[src/rtl/instr_fetch.sv]
// Fetch stage: reads the word at the current IP, hands it to the decoder over
// valid/ready, and issues exactly one IP update per accepted instruction.
module instr_fetch #(
  parameter int WORD_SIZE  = 16,
  parameter int INSTR_STEP = 1
) (
  input  logic                        clk,
  input  logic                        reset,
  input  logic                        enable,
  input  logic        [WORD_SIZE-1:0] ip,
  output logic                        mem_req,
  output logic        [WORD_SIZE-1:0] mem_addr,
  input  logic                        mem_ack,
  input  logic        [WORD_SIZE-1:0] mem_data,
  output logic        [WORD_SIZE-1:0] instr,
  output logic                        instr_valid,
  input  logic                        instr_ready,
  input  logic                        branch_take,
  input  logic signed [WORD_SIZE-1:0] branch_adj,
  input  logic                        flush,
  output logic                        ip_update,
  output logic signed [WORD_SIZE-1:0] ip_adj
);

  typedef enum logic [1:0] {IDLE, REQ, HOLD, DRAIN} state_t;

  localparam logic signed [WORD_SIZE-1:0] STEP = WORD_SIZE'(INSTR_STEP);

  state_t                 state, state_nxt;
  logic   [WORD_SIZE-1:0] addr_nxt;
  logic   [WORD_SIZE-1:0] instr_nxt;
  logic                   accept;

  // Request and valid flags decode straight from the state register.
  assign mem_req     = (state == REQ);
  assign instr_valid = (state == HOLD);

  // The IP moves on the same edge the word leaves; flush always wins.
  assign accept    = instr_valid && instr_ready && !flush;
  assign ip_update = accept;
  assign ip_adj    = branch_take ? branch_adj : STEP;

  always_ff @(posedge clk or posedge reset) begin
    if (reset) begin
      state    <= IDLE;
      mem_addr <= '0;
      instr    <= '0;
    end else begin
      state    <= state_nxt;
      mem_addr <= addr_nxt;
      instr    <= instr_nxt;
    end
  end

  always_comb begin
    state_nxt = state;
    addr_nxt  = mem_addr;
    instr_nxt = instr;
    case (state)
      IDLE: begin
        if (enable && !flush) begin
          state_nxt = REQ;
          addr_nxt  = ip;
        end
      end
      REQ: begin
        // A read already on the bus cannot be withdrawn, so a flush without
        // the ack must wait for it in DRAIN.
        if (mem_ack) begin
          if (flush) begin
            state_nxt = IDLE;
          end else begin
            state_nxt = HOLD;
            instr_nxt = mem_data;
          end
        end else if (flush) begin
          state_nxt = DRAIN;
        end
      end
      HOLD: begin
        if (flush || instr_ready) state_nxt = IDLE;
      end
      DRAIN: begin
        if (mem_ack) state_nxt = IDLE;
      end
      default: state_nxt = IDLE;
    endcase
  end

endmodule

[config.mk]
export PLATFORM = sky130hd
export DESIGN_NAME = instr_fetch
export DESIGN_NICKNAME = d
export VERILOG_FILES = /design/src/rtl/instr_fetch.sv
export SDC_FILE = /design/constraint.sdc
export NUM_CORES = 1
export LEC_CHECK = 0
export BUFFER_PORTS_ARGS = -buffer_cell sky130_fd_sc_hd__buf_2
export CAP_MARGIN = 20
export CORE_MARGIN = 5
export CORE_UTILIZATION = 36
export DETAILED_ROUTE_END_ITERATION = 8
export PLACE_DENSITY = 0.83
export SETUP_SLACK_MARGIN = 0.1
export SLEW_MARGIN = 20
export SYNTH_ARGS = -nofsm -noshare
export SYNTH_HDL_FRONTEND = slang
export SYNTH_SLANG_ARGS = --single-unit
[constraint.sdc]
create_clock -name clk -period 1.5 [get_ports clk]
set_input_delay 0.15 -clock clk [delete_from_list [all_inputs] [get_ports clk]]
set_output_delay 0.15 -clock clk [all_outputs]
set_load 0.02 [all_outputs]
Word level (Yosys, flattened, before mapping)
Index checks and enable logic that the tools add are counted.

storage, ports and cells
  bits in registers = 34
  latch bits = 0
  memory bits (writable) = 0
  ROM bits = 0
  word-level logic and storage cells = 28
  memories = 0

operators by class
  add/sub/neg operators = 0
  $mul = 0
  div/mod/pow operators = 0
  magnitude comparators = 0
  eq/ne operators = 7
  shifts and indexed selects = 0
  muxes and demuxes = 8
  bitwise logic cells = 1
  reduce and logical (&&, ||, !) cells = 9

operators with widths
  cell                count
  $mux 16             1
  $mux 2              6
  $pmux 2 s4          1
  $eq 2x2->1 const B  2
  $ne 2x2->1 const B  2
  $reduce_and 4->1    1
  $logic_and 1x1->1   3
  $ne 3x1->1 const B  1
  $reduce_and 3->1    1
  $eq 2x1->1 const B  1
  $logic_not 2->1     1
  $ne 2x1->1 const B  1
  $reduce_and 2->1    1
  $logic_not 1->1     1
  $logic_or 1x1->1    1
  $not 1->1           1

Longest topological paths before layout
  depth in word-level cells = 4
  depth in mapped cells = 4

Least setup slack after synthesis
Ideal clock, no wire load.

  path kind = register -> register
  start point = reg state[0]
  end point = reg mem_addr[0]
  arrival = 1.434 ns
  path slack = -0.059 ns
  stages on the path, launching flop included = 4
  buffers on the path = 1
  clock period less this slack = 1.559 ns
  cells stage by stage = dfrtp_1 nor4b_4 buf_6 mux2_4

on the way
  word-level cells in the longest chain between the ends = 2

ends and longest elaborated chain
  element                     line  text
  from (decl)                 29    state_t state, state_nxt;
  from (signal assigned)      49    state <= state_nxt;
  $logic_not 2->1             59    case (state)
  $reduce_and 2->1 (no line)  -
  to (signal assigned)        50    mem_addr <= addr_nxt;
  to (decl)                   12    output logic [WORD_SIZE-1:0] mem_addr,

Every way passes these cells.
A chain may end at the register's enable or synchronous reset.

Worst setup path in the final report
  start point = reg state[1]
  end point = reg mem_addr[11]

Same word-level chain as after synthesis.

==> impl_metrics.tcl <==
set metrics [dict create \
    fmax_ghz 0.6946 \
    grt_pass1_wl_mm 5.616 \
    die_w_um 74.23 \
    areaGrowthSynthToFinish_pct 48.53 \
    hpwl_mm 3.020 \
    initial_utilization_pct 37.13 \
    synth.cell_area_um2 1485 \
    setup_viol 0 \
    vias 1186 \
    ir_drop_mv 0.8151 \
    yosysMostFrequentCell "dfrtp_1" \
    synthArstFlopShare_pct 100.0 \
    hold_viol 0 \
    finalCriticalPeriod_ns 1.440 \
    arrival_ns 1.60 \
    drtPass1Iterations 3 \
    antenna_cells 0 \
    cts_sinks 34 \
    post-route-util_pct 55.15 \
    rsz0062_at_grt "true" \
    synthCells 98 \
    routed_wirelength_mm 3.722 \
    dp_cells 252 \
    wl_per_cell_um 14.26 \
    status "complete, no violations" \
    worst_slack_ns 0.06037 \
    yosysSeqAreaShare_pct 57.29 \
    ys.flop_type "dfrtp_1" \
    synth_largest_area_cell "dfrtp_1" \
    synth_cell_type_count 17 \
    ant_nets 0 \
    grt_pass1_vias 1254 \
    syn_nets 153 \
    layout-drive-gt1-share_pct 70.62 \
    die_area_um2 5510 \
    synth_area_leaders "dfrtp_1 57%, mux2_2 17%, mux2_4 9.1%" \
    crit_path_end_kind "flip-flop" \
    min_period_over_period_pct 95.98 \
    synth-seq-cells 34 \
    max_slew_margin_pct 72.48 \
    grt_usage_pct 13.60 \
    synth.top_cell.area_share_pct 57.29 \
    die_height_um 74.23 \
    place_congestion 0.6540 \
    finClkSkew_ns 0.003237 \
    clk_path_buf_depth 2 \
    slew_viol_final 0 \
    synth_edf_count 0 \
    path_class "reg2reg" \
    critPathMaxFanout 17 \
    rows 23 \
    numCtsBuffers 5 \
    synth_commonest_cells "34 x dfrtp_1, 22 x mux2_2, 15 x and2_1, 9 x mux2_4, 3 x and3b_1" \
    root_buffer "clkbuf_8" \
    fillers 353 \
    final_cells 261 \
    powerDensity_nw_per_um2 1695 \
    drc_errors 0 \
    tightest_slew_ns 0.4128 \
    multiInputGateArea_um2 593.1 \
    num_io_pins 106 \
    cap_viol_max_count 0 \
    dpl_worst_slack_ns 0.03602 \
    hold_ws_ns 0.09934 \
    grt_max_degree 35 \
    synth.avg_cell_area_um2 15.15 \
    core_area_um2 4000 \
    insertion_delay_ns 0.28 \
    min_path_type "in2reg" \
    htreeDepth 2 \
    register_area_um2 853.3 \
    critPathRequiredTime_ns 1.66 \
    vias_per_cell 4.544 \
    first_iter_violations 14 \
    yosysWarnings 0 \
    grt.overflow.total 0 \
    leakagePower_nw 1.174 \
    layout.nets 265 \
    cts_tree "done" \
    path_clk_slew_ns 0.07 \
    io_buffers 105 \
    antenna_found_initial 0 \
    start_kind "flip-flop" \
]
## layer usage
layer  GRT usage (%)  vias up  routed length [um]
met2           24.90       78                1858
met5               0        -                   0
met4           2.964        0                  15
met1           13.87      547                1286
li1                -      559                   -
met3           6.892        2                 561
## cells by family after synthesis
logic type,after synthesis,share of synthesized area (%)
and+or+nand+nor,25,12.89
DFF,34,57.29
AOI/OAI and AO/OA,1,0.5057
buffers and inverters,6,2.780
muxes,32,26.54
## area by class of cell
class	count	share of cell area (%)
sequential	34	38.68
clock inverter	1	1.361
multi-input combinational	58	26.89
clock buffer	7	3.460
timing repair buffer	109	26.43
inverter	2	0.3403
tap	50	2.836
## metrics by stage
stage / total power, mW / cell area [um2] / TNS [ns]
floorplan: 2.404 / 1489 / -0.4948
detailed placement: 2.975 / 2087 / 0
finish: 3.739 / 2206 / 0
global placement: 2.925 / 2087 / 0
global route: 3.968 / 2206 / 0
CTS: 3.803 / 2205 / 0
## worst max-delay path, cell delays in order (launching register included)
cell	delay, ns
dfrtp_2	0.44
nor4b_4	0.33
buf_12	0.20
mux2_2	0.34
## flip-flops by register name (all words and copies together) (netlist names)
register  cells
instr        16
mem_addr     16
state         2
## final timing paths
kind / to / start / cells after the start / slack, ns
worst max-delay path: mem_addr[11] / state[1] / 3 / 0.06
worst min-delay path: mem_addr[15] / ip[15] / 2 / 0.1
worst max register to register: mem_addr[11] / state[1] / 3 / 0.06
worst min register to register: mem_addr[9] / mem_addr[9] / 1 / 0.50
max in group asynchronous: state[0] / reset / 4 / 0.67
min in group asynchronous: instr[12] / reset / 4 / 0.51
## repair_timing
item | CTS | global route
buffers inserted | 0 | 0
hold buffers | 1 | 0
setup endpoints to repair | 33 | 34
cloned | 0 | 0
hold endpoints to repair | 34 | 0
resized for setup | 2 | 1
pin swaps | 1 | 2
## where the power goes
part,total [mW],internal [mW],switching [mW]
combinational,1.47,0.665,0.808
sequential,1.46,1.28,0.188
clock,0.803,0.497,0.306
## cells in the final DEF, fill, tap and decap left out, types with 2 or more instances in the layout
cell type | netlist | layout
and2_1 | 15 | 15
nor2b_1 | 2 | 2
clkbuf_8 | 0 | 5
inv_1 | 2 | 2
mux2_4 | 9 | 9
clkbuf_1 | 1 | 2
buf_12 | 0 | 2
and3b_1 | 3 | 3
buf_2 | 0 | 105
dfrtp_2 | 0 | 2
dfrtp_1 | 34 | 32
mux2_2 | 22 | 22
Power figures use the tool's default switching activity.
